$ cat config.mk
export PLATFORM = sky130hd
export DESIGN_NAME = gol_display_scan
export DESIGN_NICKNAME = d
export VERILOG_FILES = /design/src/rtl/gol_display_scan.sv
export SDC_FILE = /design/constraint.sdc
export NUM_CORES = 1
export LEC_CHECK = 0
export BUFFER_PORTS_ARGS = -buffer_cell sky130_fd_sc_hd__buf_4
export CAP_MARGIN = 30
export CORE_UTILIZATION = 58
export CTS_CLUSTER_SIZE = 12
export DETAILED_ROUTE_END_ITERATION = 8
export GPL_ROUTABILITY_DRIVEN = 0
export PLACE_DENSITY = 0.83
export SETUP_SLACK_MARGIN = 0.15
export SLEW_MARGIN = 20
export SYNTH_ARGS = -nofsm -noshare
export SYNTH_HDL_FRONTEND = slang
export SYNTH_SLANG_ARGS = --single-unit
$ cat constraint.sdc
create_clock -name i_clk -period 5.9 [get_ports i_clk]
set_input_delay 0.295 -clock i_clk [delete_from_list [all_inputs] [get_ports i_clk]]
set_output_delay 0.295 -clock i_clk [all_outputs]
set_load 0.01 [all_outputs]
$ cat src/rtl/gol_display_scan.sv
// Raster scan-out for the 8x8 Game-of-Life grid: video timing, cell rendering and a
// double-buffered generation word that is swapped only at the start of vertical blank.
module gol_display_scan #(
    parameter int          H_ACTIVE  = 640,
    parameter int          H_FP      = 16,
    parameter int          H_SYNC    = 96,
    parameter int          H_BP      = 48,
    parameter int          V_ACTIVE  = 480,
    parameter int          V_FP      = 10,
    parameter int          V_SYNC    = 2,
    parameter int          V_BP      = 33,
    parameter int          CELL_PX   = 60,
    parameter logic [23:0] LIVE_RGB  = 24'hFFFFFF,
    parameter logic [23:0] DEAD_RGB  = 24'h000000,
    parameter logic [23:0] BG_RGB    = 24'h202020,
    parameter bit          BORDER_EN = 1'b0
) (
    input  logic        i_clk,
    input  logic        i_start,
    input  logic [63:0] i_grid_in,
    input  logic        i_grid_valid,
    output logic        o_frame_done,
    output logic        o_de,
    output logic        o_hsync,
    output logic        o_vsync,
    output logic [23:0] o_rgb
);

    localparam int H_TOTAL = H_ACTIVE + H_FP + H_SYNC + H_BP;
    localparam int V_TOTAL = V_ACTIVE + V_FP + V_SYNC + V_BP;
    localparam int HW      = $clog2(H_TOTAL);
    localparam int VW      = $clog2(V_TOTAL);
    localparam int SW      = (CELL_PX > 1) ? $clog2(CELL_PX) : 1;

    localparam logic [HW-1:0] H_LAST   = HW'(H_TOTAL - 1);
    localparam logic [HW-1:0] H_ACT    = HW'(H_ACTIVE);
    localparam logic [HW-1:0] H_SYNC_S = HW'(H_ACTIVE + H_FP);
    localparam logic [HW-1:0] H_SYNC_E = HW'(H_ACTIVE + H_FP + H_SYNC - 1);
    localparam logic [VW-1:0] V_LAST   = VW'(V_TOTAL - 1);
    localparam logic [VW-1:0] V_ACT    = VW'(V_ACTIVE);
    localparam logic [VW-1:0] V_SWAP   = VW'(V_ACTIVE - 1);
    localparam logic [VW-1:0] V_SYNC_S = VW'(V_ACTIVE + V_FP);
    localparam logic [VW-1:0] V_SYNC_E = VW'(V_ACTIVE + V_FP + V_SYNC - 1);
    localparam logic [SW-1:0] S_LAST   = SW'(CELL_PX - 1);

    if (8 * CELL_PX > H_ACTIVE || 8 * CELL_PX > V_ACTIVE) begin : g_bad_cell_px
        $error("gol_display_scan: 8*CELL_PX must fit in the active area");
    end

    logic [HW-1:0] r_hcnt;
    logic [VW-1:0] r_vcnt;
    logic [SW-1:0] r_sx;
    logic [SW-1:0] r_sy;
    logic [3:0]    r_cx;
    logic [3:0]    r_cy;
    logic [63:0]   r_pend;
    logic [63:0]   r_disp;
    logic          r_pend_v;

    logic          w_line_end;
    logic          w_swap;
    logic          w_active;
    logic [5:0]    w_cell_idx;
    logic [23:0]   w_rgb;

    assign w_line_end = (r_hcnt == H_LAST);
    assign w_swap     = w_line_end && (r_vcnt == V_SWAP);
    assign w_active   = (r_hcnt < H_ACT) && (r_vcnt < V_ACT);

    // Cell indices saturate at 8: anything at or beyond 8 is simply "outside the grid".
    always_ff @(posedge i_clk or posedge i_start) begin
        if (i_start) begin
            r_hcnt <= '0;
            r_vcnt <= '0;
            r_sx   <= '0;
            r_sy   <= '0;
            r_cx   <= '0;
            r_cy   <= '0;
        end else if (w_line_end) begin
            r_hcnt <= '0;
            r_sx   <= '0;
            r_cx   <= '0;
            if (r_vcnt == V_LAST) begin
                r_vcnt <= '0;
                r_sy   <= '0;
                r_cy   <= '0;
            end else begin
                r_vcnt <= r_vcnt + 1'b1;
                if (r_sy == S_LAST) begin
                    r_sy <= '0;
                    if (r_cy < 4'd8) r_cy <= r_cy + 4'd1;
                end else begin
                    r_sy <= r_sy + 1'b1;
                end
            end
        end else begin
            r_hcnt <= r_hcnt + 1'b1;
            if (r_sx == S_LAST) begin
                r_sx <= '0;
                if (r_cx < 4'd8) r_cx <= r_cx + 4'd1;
            end else begin
                r_sx <= r_sx + 1'b1;
            end
        end
    end

    // A strobe on the swap cycle loses to nothing: the swap takes the old pend, the new word waits.
    always_ff @(posedge i_clk or posedge i_start) begin
        if (i_start) begin
            r_pend   <= '0;
            r_disp   <= '0;
            r_pend_v <= 1'b0;
        end else begin
            if (w_swap && r_pend_v) begin
                r_disp   <= r_pend;
                r_pend_v <= 1'b0;
            end
            if (i_grid_valid) begin
                r_pend   <= i_grid_in;
                r_pend_v <= 1'b1;
            end
        end
    end

    assign w_cell_idx = 6'd63 - {r_cy[2:0], r_cx[2:0]};

    always_comb begin
        w_rgb = '0;
        if (!w_active)
            w_rgb = '0;
        else if (r_cx[3] || r_cy[3])
            w_rgb = BG_RGB;
        else if (BORDER_EN && (r_sx == '0 || r_sy == '0))
            w_rgb = BG_RGB;
        else
            w_rgb = r_disp[w_cell_idx] ? LIVE_RGB : DEAD_RGB;
    end

    always_ff @(posedge i_clk or posedge i_start) begin
        if (i_start) begin
            o_de         <= 1'b0;
            o_hsync      <= 1'b1;
            o_vsync      <= 1'b1;
            o_rgb        <= '0;
            o_frame_done <= 1'b0;
        end else begin
            o_de         <= w_active;
            o_hsync      <= !((r_hcnt >= H_SYNC_S) && (r_hcnt <= H_SYNC_E));
            o_vsync      <= !((r_vcnt >= V_SYNC_S) && (r_vcnt <= V_SYNC_E));
            o_rgb        <= w_rgb;
            o_frame_done <= w_swap;
        end
    end

endmodule

=== After elaboration in Yosys (flattened, before gate mapping) ===
Index checks and enable logic that the tools add are counted.

* Output and inout port bits: 28
* Memories kept: 0
* Latch bits: 0
* Memory bits (writable): 0
* Bits in read-only memories: 0
* Logic and storage cells: 69
* Input bits: 67
* Bits in registers: 197

* Multiply operators: 0
* Div/mod/pow operators: 0
* Reductions and logical operators: 15
* Order comparisons: 9
* Eq/ne operators: 5
* Multiplexer cells: 19
* Shifts and indexed selects: 0
* Bitwise logic cells: 0
* Add/subtract/negate cells: 7

{| class="wikitable"
|+ Operators with widths
! kind !! number
|-
| $mux W24 || 3
|-
| $mux W4 || 6
|-
| $mux W6 || 4
|-
| $add A10 B1 Y10 const B || 2
|-
| $eq A10 B10 Y1 const B || 2
|-
| $mux W10 || 2
|-
| $add A6 B1 Y6 const B || 2
|-
| $eq A6 B6 Y1 const B || 2
|-
| $eq A10 B9 Y1 const B || 1
|-
| $ge A10 B10 Y1 const B || 1
|-
| $ge A10 B9 Y1 const B || 1
|-
| $le A10 B10 Y1 const B || 1
|-
| $le A10 B9 Y1 const B || 1
|-
| $lt A10 B10 Y1 const B || 1
|-
| $lt A10 B9 Y1 const B || 1
|-
| $reduce_bool A2 Y1 || 5
|-
| $add A4 B1 Y4 const B || 2
|-
| $lt A4 B4 Y1 const B || 2
|-
| $lt A6 B7 Y1 const B || 1
|-
| $bmux W1 S6 || 1
|-
| $sub A6 B6 Y6 const A || 1
|-
| $logic_and A1 B1 Y1 || 5
|-
| $mux W1 || 3
|-
| $reduce_and A3 Y1 || 1
|-
| 3 further kinds || 4
|}

=== Logic depth before layout (Yosys ltp) ===
Gate-level depths: netlist (run 1).

* Word-level depth: 6
* Mapped depth: 7
* Gate-level depth less buffers: 7

=== Worst setup path after synthesis (run 1) ===
No wires, ideal clock.

* Path type: register to register
* Start: register r_hcnt[0]
* End: register r_disp[39]
* Arrival: 1.832 ns
* Data required time: 5.772 ns
* Buffers on the path: 1
* Clock period less this slack: 1.960 ns
* Cell stages (with the launch flop): 7
* Library setup time: 0.128 ns
* Slack: 3.940 ns
* Cell sequence: dfrtp_1 > ha_1 > nand3_4 > nor4_4 > nand4_2 > buf_2 > mux2_1

* Word-level cells in the longest chain between the ends: 3

{| class="wikitable"
|+ Ends and longest elaborated chain
! item !! RTL line !! source
|-
| start: declaration || 50 || <nowiki>logic [HW-1:0] r_hcnt;</nowiki>
|-
| start signal: assignment || 97 || <nowiki>r_hcnt <= r_hcnt + 1'b1;</nowiki>
|-
| $eq A10 B10 Y1 || 66 || <nowiki>assign w_line_end = (r_hcnt == H_LAST);</nowiki>
|-
| $logic_and A1 B1 Y1 || 67 || <nowiki>assign w_swap = w_line_end && (r_vcnt == V_SWAP);</nowiki>
|-
| $logic_and A1 B1 Y1 || 114 || <nowiki>if (w_swap && r_pend_v) begin</nowiki>
|-
| end signal: assignment || 115 || <nowiki>r_disp <= r_pend;</nowiki>
|-
| end: declaration || 57 || <nowiki>logic [63:0] r_disp;</nowiki>
|}

Every way passes these cells.
A chain may end at the register's enable or synchronous reset.

=== Worst setup path in the final report (run 1) ===
* Start: register r_cx[1]
* End: register o_rgb[21]

* Word-level cells in the longest chain between the ends: 6

{| class="wikitable"
|+ Ends and longest elaborated chain
! item !! RTL line !! source
|-
| start: declaration || 54 || <nowiki>logic [3:0] r_cx;</nowiki>
|-
| start signal: assignment || 100 || <nowiki>if (r_cx < 4'd8) r_cx <= r_cx + 4'd1;</nowiki>
|-
| $sub A6 B6 Y6 || 125 || <nowiki>assign w_cell_idx = 6'd63 - {r_cy[2:0], r_cx[2:0]};</nowiki>
|-
| $bmux W1 S6 || 136 || <nowiki>w_rgb = r_disp[w_cell_idx] ? LIVE_RGB : DEAD_RGB;</nowiki>
|-
| $mux W1 (not written as such) || 136 ||
|-
| $mux W24 || 136 ||
|-
| $mux W24 || 131 || <nowiki>else if (r_cx[3] || r_cy[3])</nowiki>
|-
| $mux W24 || 129 || <nowiki>if (!w_active)</nowiki>
|-
| end signal: assignment || 150 || <nowiki>o_rgb <= w_rgb;</nowiki>
|-
| end: declaration || 26 || <nowiki>output logic [23:0] o_rgb</nowiki>
|}

Every way passes these cells. The select of a mux whose other input is x is not followed.

==> impl_metrics.yaml, run 1 <==
outcome:
  run_status: "completed"
sta:
  finalSetupViolCount: 0
  finClkSkew_ns: 0.00674
  final-hold-violation-count: 0
  rsz0062_at_grt: "no"
  finalWorstSetupSlack_ns: 3.06
  slew_viol_final: 0
  setup-tns-final_ns: 0
  timing.max_slew.rel_slack: 0.449
  tightest_slew_ns: 0.826
  finalCriticalPeriod_ns: 2.84
  fin_crit_sh: 0.481
  max_freq_ghz: 0.352
layout:
  drive_gt1_frac: 0.411
  syn_to_final_growth_pct: 16.8
  instances_no_fill: 838
  layout.cells.most_common_list: "sky130_fd_sc_hd__dfrtp_1, sky130_fd_sc_hd__mux2_2, sky130_fd_sc_hd__buf_4"
  antennaDiodeCount: 0
  commonest_non_fill_non_tap_cell_in_the_layout: "sky130_fd_sc_hd__dfrtp_1"
  finalNetCount: 728
synthesis:
  syn-cell-area_sq_um: 7740
  proportion_of_register_bits_with_asynchronous_set_or_reset_after_synthesis: 1.00
  ys_ff_latch: 175
  synth_fa_ha_area_frac: 0.0129
  synth-compound-area-share: 0.0402
  post_synthesis_instance_total: 582
  synth_simple_gate_area_frac: 0.0864
  yosys-mux-area-fraction: 0.229
  synth_area_leaders: "sky130_fd_sc_hd__dfrtp_1, sky130_fd_sc_hd__mux2_2, sky130_fd_sc_hd__buf_4"
  yosysSeqAreaShare: 0.566
  synth_top_area_frac: 0.559
  largest_family_of_logic_cells_by_synthesized_area: "multiplexers"
  ys.warnings.count: 0
  number_of_flops_mapped_to_enable_cells_by_yosys: 0
  postSynth.topFlopCell: "sky130_fd_sc_hd__dfrtp_1"
  synth_nets: 657
  yosys.cell_types.count: 53
  postSynthAreaPerCell_sq_um: 13.3
  synth_area_leader_cell: "sky130_fd_sc_hd__dfrtp_1"
  post_synth_xor_area_fraction: 0.0215
clocking:
  cts_inserted_buffers: 17
  bufs_on_longest_clock_path: 2
  ctsHtreeMaxLevel: 4
  tritoncts_num_sinks: 175
  ctsResizeCount: 0
  clkSlewWorstSetupHoldPaths_ns: 0.06
  clk-insertion-delay-late_ns: 0.43
  clk_tree_root_cell: "sky130_fd_sc_hd__clkbuf_16"
  tritoncts: "yes"
worst_setup_path:
  worst-setup-path-type: "reg -> reg"
  largest_driver_fanout_on_the_critical_path: 18
  cp_cell_sequence: "buf_4, nor2b_1, a2111oi_0, nor4b_1, o41ai_1, a31oi_1"
  cp.arrival_ns: 3.10
  start_kind: "flop"
  slowest_stage: "sky130_fd_sc_hd__dfrtp_1"
  setup.worst_path.end_class: "flop"
  cp_required_ns: 6.16
  critical-path-max-stage-delay_ns: 0.70
place:
  dp.cells: 804
  total_half_perimeter_wirelength_after_legalization_and_detailed_placement_microns: 9630
  place_ws_ns: 3.14
  portBuffers: 94
global_routing:
  grt_pass1_vias: 5013
  gr-total-overflow: 0
  antenna_violations_before_repair: 0
  gr-usage-all-layers: 0.230
  maximum_number_of_pins_on_one_net_before_global_route_repair: 113
  first_pass_grt_wire_length_microns: 25000
min_path:
  hold_path_class: "in -> reg"
floorplan:
  core_sq_um: 12800
  die_width_microns: 118
  core.rowCount: 41
  num_io_pins: 95
  floorplan.die.height_microns: 118
  die_footprint_sq_um: 13800
  start_util: 0.604
drt:
  first_pass_iters: 4
  routed_via_count: 4738
  route.detailed.vias_per_inst: 5.65
  route.final.wire_length_microns: 14600
  highest-signal-layer: "met4"
  met3WireLength_microns: 603
  detailroute.wirelength.met2_microns: 7390
  drc_errors: 0
  detail_route.wl_per_cell_microns: 17.4
  antenna_left: 0
  first_iter_violations: 295
  drt-met1-wl_microns: 6340
pwr:
  static-leakage-power_uw: 0.00429
  vdd.ir_drop.worst_mv: 0.208
  cellPowerDensity_nw_per_um2: 274
flow_run:
  maxCapViolations: 0
-- critical path: cells and delay by family, from the launching register on --
kind	cells	cell delay, ns
flip-flops	1	0.70
AO/OA/AOI/OAI	3	1.36
AND/OR/NAND/NOR	2	0.21
buffers and inverters	1	0.40
-- what timing repair did --
item	CTS	global route
hold endpoints to repair	0	24
hold buffers	0	1
endpoints found under the setup margin	0	0
buffers inserted	0	0
-- routing by layer --
layer | global-route usage | vias to the layer above
li1 | - | 2186
met1 | 0.301 | 2407
met2 | 0.379 | 121
met3 | 0.0460 | 24
met4 | 0.0938 | 0
met5 | 0 | -
-- cell families (layout without fill, tap and decap cells) --
| logic type | Yosys count | after routing |
|---|---|---|
| xor gates and xnor gates | 19 | 19 |
| DFF | 175 | 175 |
| muxes | 150 | 150 |
| buffers and inverters | 61 | 145 |
| AOI/OAI and AO/OA | 49 | 49 |
| and+or+nand+nor | 120 | 120 |
| adders and majority gates | 8 | 8 |
-- path summary, 6_finish.rpt --
kind | start | endpoint | slack, ns | depth (start not counted)
worst min register to register | r_sx[0]$_DFF_PP0_ | r_sx[0]$_DFF_PP0_ | 0.46 | 1
worst max register to register | r_cx[1]$_DFFE_PP0P_ | o_rgb[21]$_DFF_PP0_ | 3.06 | 6
min in group asynchronous | i_start | r_hcnt[4]$_DFF_PP0_ | 0.38 | 3
worst min-delay path | i_grid_in[9] | r_pend[9]$_DFFE_PP0P_ | 0.1 | 2
max in group asynchronous | i_start | r_pend[60]$_DFFE_PP0P_ | 4.48 | 4
worst max-delay path | r_cx[1]$_DFFE_PP0P_ | o_rgb[21]$_DFF_PP0_ | 3.06 | 6
-- power by group --
part | total [uW] | leakage (uW) | switching [uW] | internal (uW)
Combinational | 118 | 0.00175 | 48.7 | 69.5
Sequential | 1270 | 0.00225 | 26.6 | 1240
Clock | 1090 | 0.000286 | 448 | 642
Total | 2480 | 0.00429 | 523 | 1960
-- cell usage after synthesis, types with 9 or more instances --
cell,number
sky130_fd_sc_hd__inv_1,13
sky130_fd_sc_hd__buf_4,24
sky130_fd_sc_hd__nand4_1,11
sky130_fd_sc_hd__nand2_1,30
sky130_fd_sc_hd__buf_2,10
sky130_fd_sc_hd__o21ai_0,22
sky130_fd_sc_hd__mux2_2,124
sky130_fd_sc_hd__nand3_1,9
sky130_fd_sc_hd__xnor2_1,10
sky130_fd_sc_hd__xor2_1,9
sky130_fd_sc_hd__mux2_1,15
sky130_fd_sc_hd__dfrtp_1,173
sky130_fd_sc_hd__clkbuf_1,13
sky130_fd_sc_hd__nor2_1,29
-- layout make-up --
type | count | area [sq um]
clock buffer | 21 | 460
tap | 172 | 215
clock inverter | 11 | 115
inverter | 13 | 53.8
timing repair buffer | 100 | 786
multi-input combinational | 346 | 3030
sequential | 175 | 4380
fill | 875 | 3780
-- sequential cells by signal, summed over array words and instances, names as in the netlist, 2 cells and up --
| signal | count |
|---|---|
| r_pend | 64 |
| r_vcnt | 10 |
| r_cx | 4 |
| r_disp | 64 |
| r_sx | 6 |
| r_cy | 4 |
| o_rgb | 2 |
| r_sy | 6 |
| r_hcnt | 10 |
-- stage by stage --
stage	instance area, sq um	total power, uW	utilization	hold WS [ns]
6_report	9040	2480	0.705	0.0954
5_1_grt	9040	2560	0.705	0.0910
4_1_cts	9010	2500	0.702	0.0819
3_5_place_dp	8430	1410	0.657	0.452
3_3_place_gp	8410	1400	0.656	0.445
2_1_floorplan	7740	1350	-	0.433
No activity file was read; power rests on OpenSTA's default activity.
==> run 2: changes to the inputs <==
Clock period 5.9 ns to 2.77 ns, I/O delays scaled along.
==> impl_metrics.yaml, run 2 (synthesis results as in run 1) <==
drt:
  drc_errors: 0
  first_iter_violations: 357
  antenna_left: 0
  route.final.wire_length_microns: 16000
  drt-met1-wl_microns: 6530
  detailroute.wirelength.met2_microns: 8370
  route.detailed.vias_per_inst: 5.63
  detail_route.wl_per_cell_microns: 17.7
  highest-signal-layer: "met4"
  routed_via_count: 5081
  first_pass_iters: 4
  met3WireLength_microns: 759
global_routing:
  maximum_number_of_pins_on_one_net_before_global_route_repair: 176
  grt_pass1_vias: 5438
  first_pass_grt_wire_length_microns: 27100
  gr-usage-all-layers: 0.253
  antenna_violations_before_repair: 0
  gr-total-overflow: 0
sta:
  finalCriticalPeriod_ns: 2.39
  timing.hold.ws_ns: -0.0659
  rsz0062_at_grt: "no"
  finalSetupViolCount: 0
  fin_crit_sh: 0.861
  slew_viol_final: 0
  setup-tns-final_ns: 0
  tightest_slew_ns: 0.907
  final-hold-violation-count: 27
  finClkSkew_ns: 0.00868
  max_freq_ghz: 0.419
  timing.max_slew.rel_slack: 0.395
worst_setup_path:
  slowest_stage: "sky130_fd_sc_hd__dfrtp_1"
  start_kind: "flop"
  cp.arrival_ns: 2.68
  setup.worst_path.end_class: "flop"
  critical-path-max-stage-delay_ns: 0.43
  cp_required_ns: 3.07
  cp_cell_sequence: "ha_1, and3_1, nand2_1, nor2_1, nand4_4, buf_12, mux2_1"
  largest_driver_fanout_on_the_critical_path: 35
  worst-setup-path-type: "reg -> reg"
pwr:
  static-leakage-power_uw: 0.00456
  power.switching_fraction: 0.219
  power.sequential.fraction: 0.494
  internal_power_uw: 4290
  switchingPower_uw: 1200
  comb_power_share: 0.060
  power_uw: 5490
  cellPowerDensity_nw_per_um2: 565
  clock_power_share: 0.447
  vdd.ir_drop.worst_mv: 0.523
outcome:
  run_status: "complete, but fails checks"
  violations: "negative hold slack"
floorplan:
  core.rowCount: 41
  core_sq_um: 12800
  start_util: 0.604
  die_footprint_sq_um: 13800
  num_io_pins: 95
  die_width_microns: 118
  floorplan.die.height_microns: 118
min_path:
  hold_path_class: "in -> async"
layout:
  layout.cells.most_common_list: "sky130_fd_sc_hd__dfrtp_1, sky130_fd_sc_hd__mux2_2, sky130_fd_sc_hd__buf_4"
  antennaDiodeCount: 0
  finish.instance_area_sq_um: 9720
  drive_gt1_frac: 0.379
  filler_cell_count: 749
  syn_to_final_growth_pct: 25.5
  finalNetCount: 792
  commonest_non_fill_non_tap_cell_in_the_layout: "sky130_fd_sc_hd__dfrtp_1"
  layout_top_registers: "r_disp x64, r_pend x64"
clocking:
  cts_inserted_buffers: 17
  clkSlewWorstSetupHoldPaths_ns: 0.06
  clk_tree_root_cell: "sky130_fd_sc_hd__clkbuf_16"
  ctsHtreeMaxLevel: 4
  tritoncts_num_sinks: 175
  clk-insertion-delay-late_ns: 0.43
  post_cts_setup_buffer_count: 0
  tritoncts: "yes"
  bufs_on_longest_clock_path: 2
place:
  total_half_perimeter_wirelength_after_legalization_and_detailed_placement_microns: 9570
  portBuffers: 94
  placement.cell_area_sq_um: 8470
flow_run:
  maxCapViolations: 0
[run 2: cell types whose count changed in the layout (fill, tap and decap cells not counted), sizes merged]
cell,change
dlygate4sd3,+63
clkbuf,-3
inv,+3
clkinv,-2
buf,+1
bufinv,+1
clkinvlp,+1
[run 2: layout make-up]
class                      instances  area, sq um  share of cell area
clock buffer                      18          429              0.0441
clock inverter                    14          181              0.0187
sequential                       175         4380               0.451
inverter                          13         52.6             0.00541
tap                              172          215              0.0221
timing repair buffer             164         1430               0.147
multi-input combinational        346         3030               0.312
[run 2: metal layers]
layer | GRT usage | up-vias
met3 | 0.0669 | 31
met1 | 0.307 | 2561
li1 | - | 2319
met4 | 0.0986 | 0
met5 | 0 | -
met2 | 0.433 | 170
[run 2: worst paths after layout]
check,start,to,slack [ns],cells past startpoint
setup / recovery,r_vcnt[0]$_DFFE_PP0N_,r_disp[41]$_DFFE_PP0P_,0.38,7
hold / removal,i_start,r_hcnt[5]$_DFF_PP0_,-0.07,3
setup reg to reg,r_vcnt[0]$_DFFE_PP0N_,r_disp[41]$_DFFE_PP0P_,0.38,7
hold reg to reg,r_sx[0]$_DFF_PP0_,r_sx[0]$_DFF_PP0_,0.48,1
max in group asynchronous,i_start,r_cx[1]$_DFFE_PP0P_,2.12,3
min in group i_clk,i_grid_valid,r_pend_v$_DFFE_PP0P_,0.41,2
[run 2: worst max-delay path: cells and delay by family, from the launching register on]
kind	cells	cell delay, ns
buffers and inverters	1	0.34
adders and majority gates	1	0.20
muxes	1	0.34
and+or+nand+nor	4	0.95
DFF	1	0.43
[run 2: what timing repair did]
item,4_1_cts,5_1_grt
hold endpoints to repair,64,0
resized for setup,0,1
endpoints found under the setup margin,0,2
hold buffers,64,0
[run 2: power groups by stage]
stage	Sequential, uW	Combinational [uW]	Clock, uW
final	2710	327	2450
after global routing	2720	357	2600
after CTS	2710	325	2480
after detailed placement	2750	251	0
after global placement	2750	240	0
after floorplan	2730	151	0
[run 2: metrics by stage]
stage / hold WS, ns / setup slack (ns) / util / std cells
2_1_floorplan: 0.290 / 0.394 / - / 582
3_3_place_gp: 0.371 / 0.293 / 0.660 / 806
3_5_place_dp: 0.375 / 0.349 / 0.660 / 806
4_1_cts: 0.0309 / 0.316 / 0.758 / 902
5_1_grt: 0.0624 / 0.252 / 0.758 / 902
6_report: -0.0659 / 0.384 / 0.758 / 902
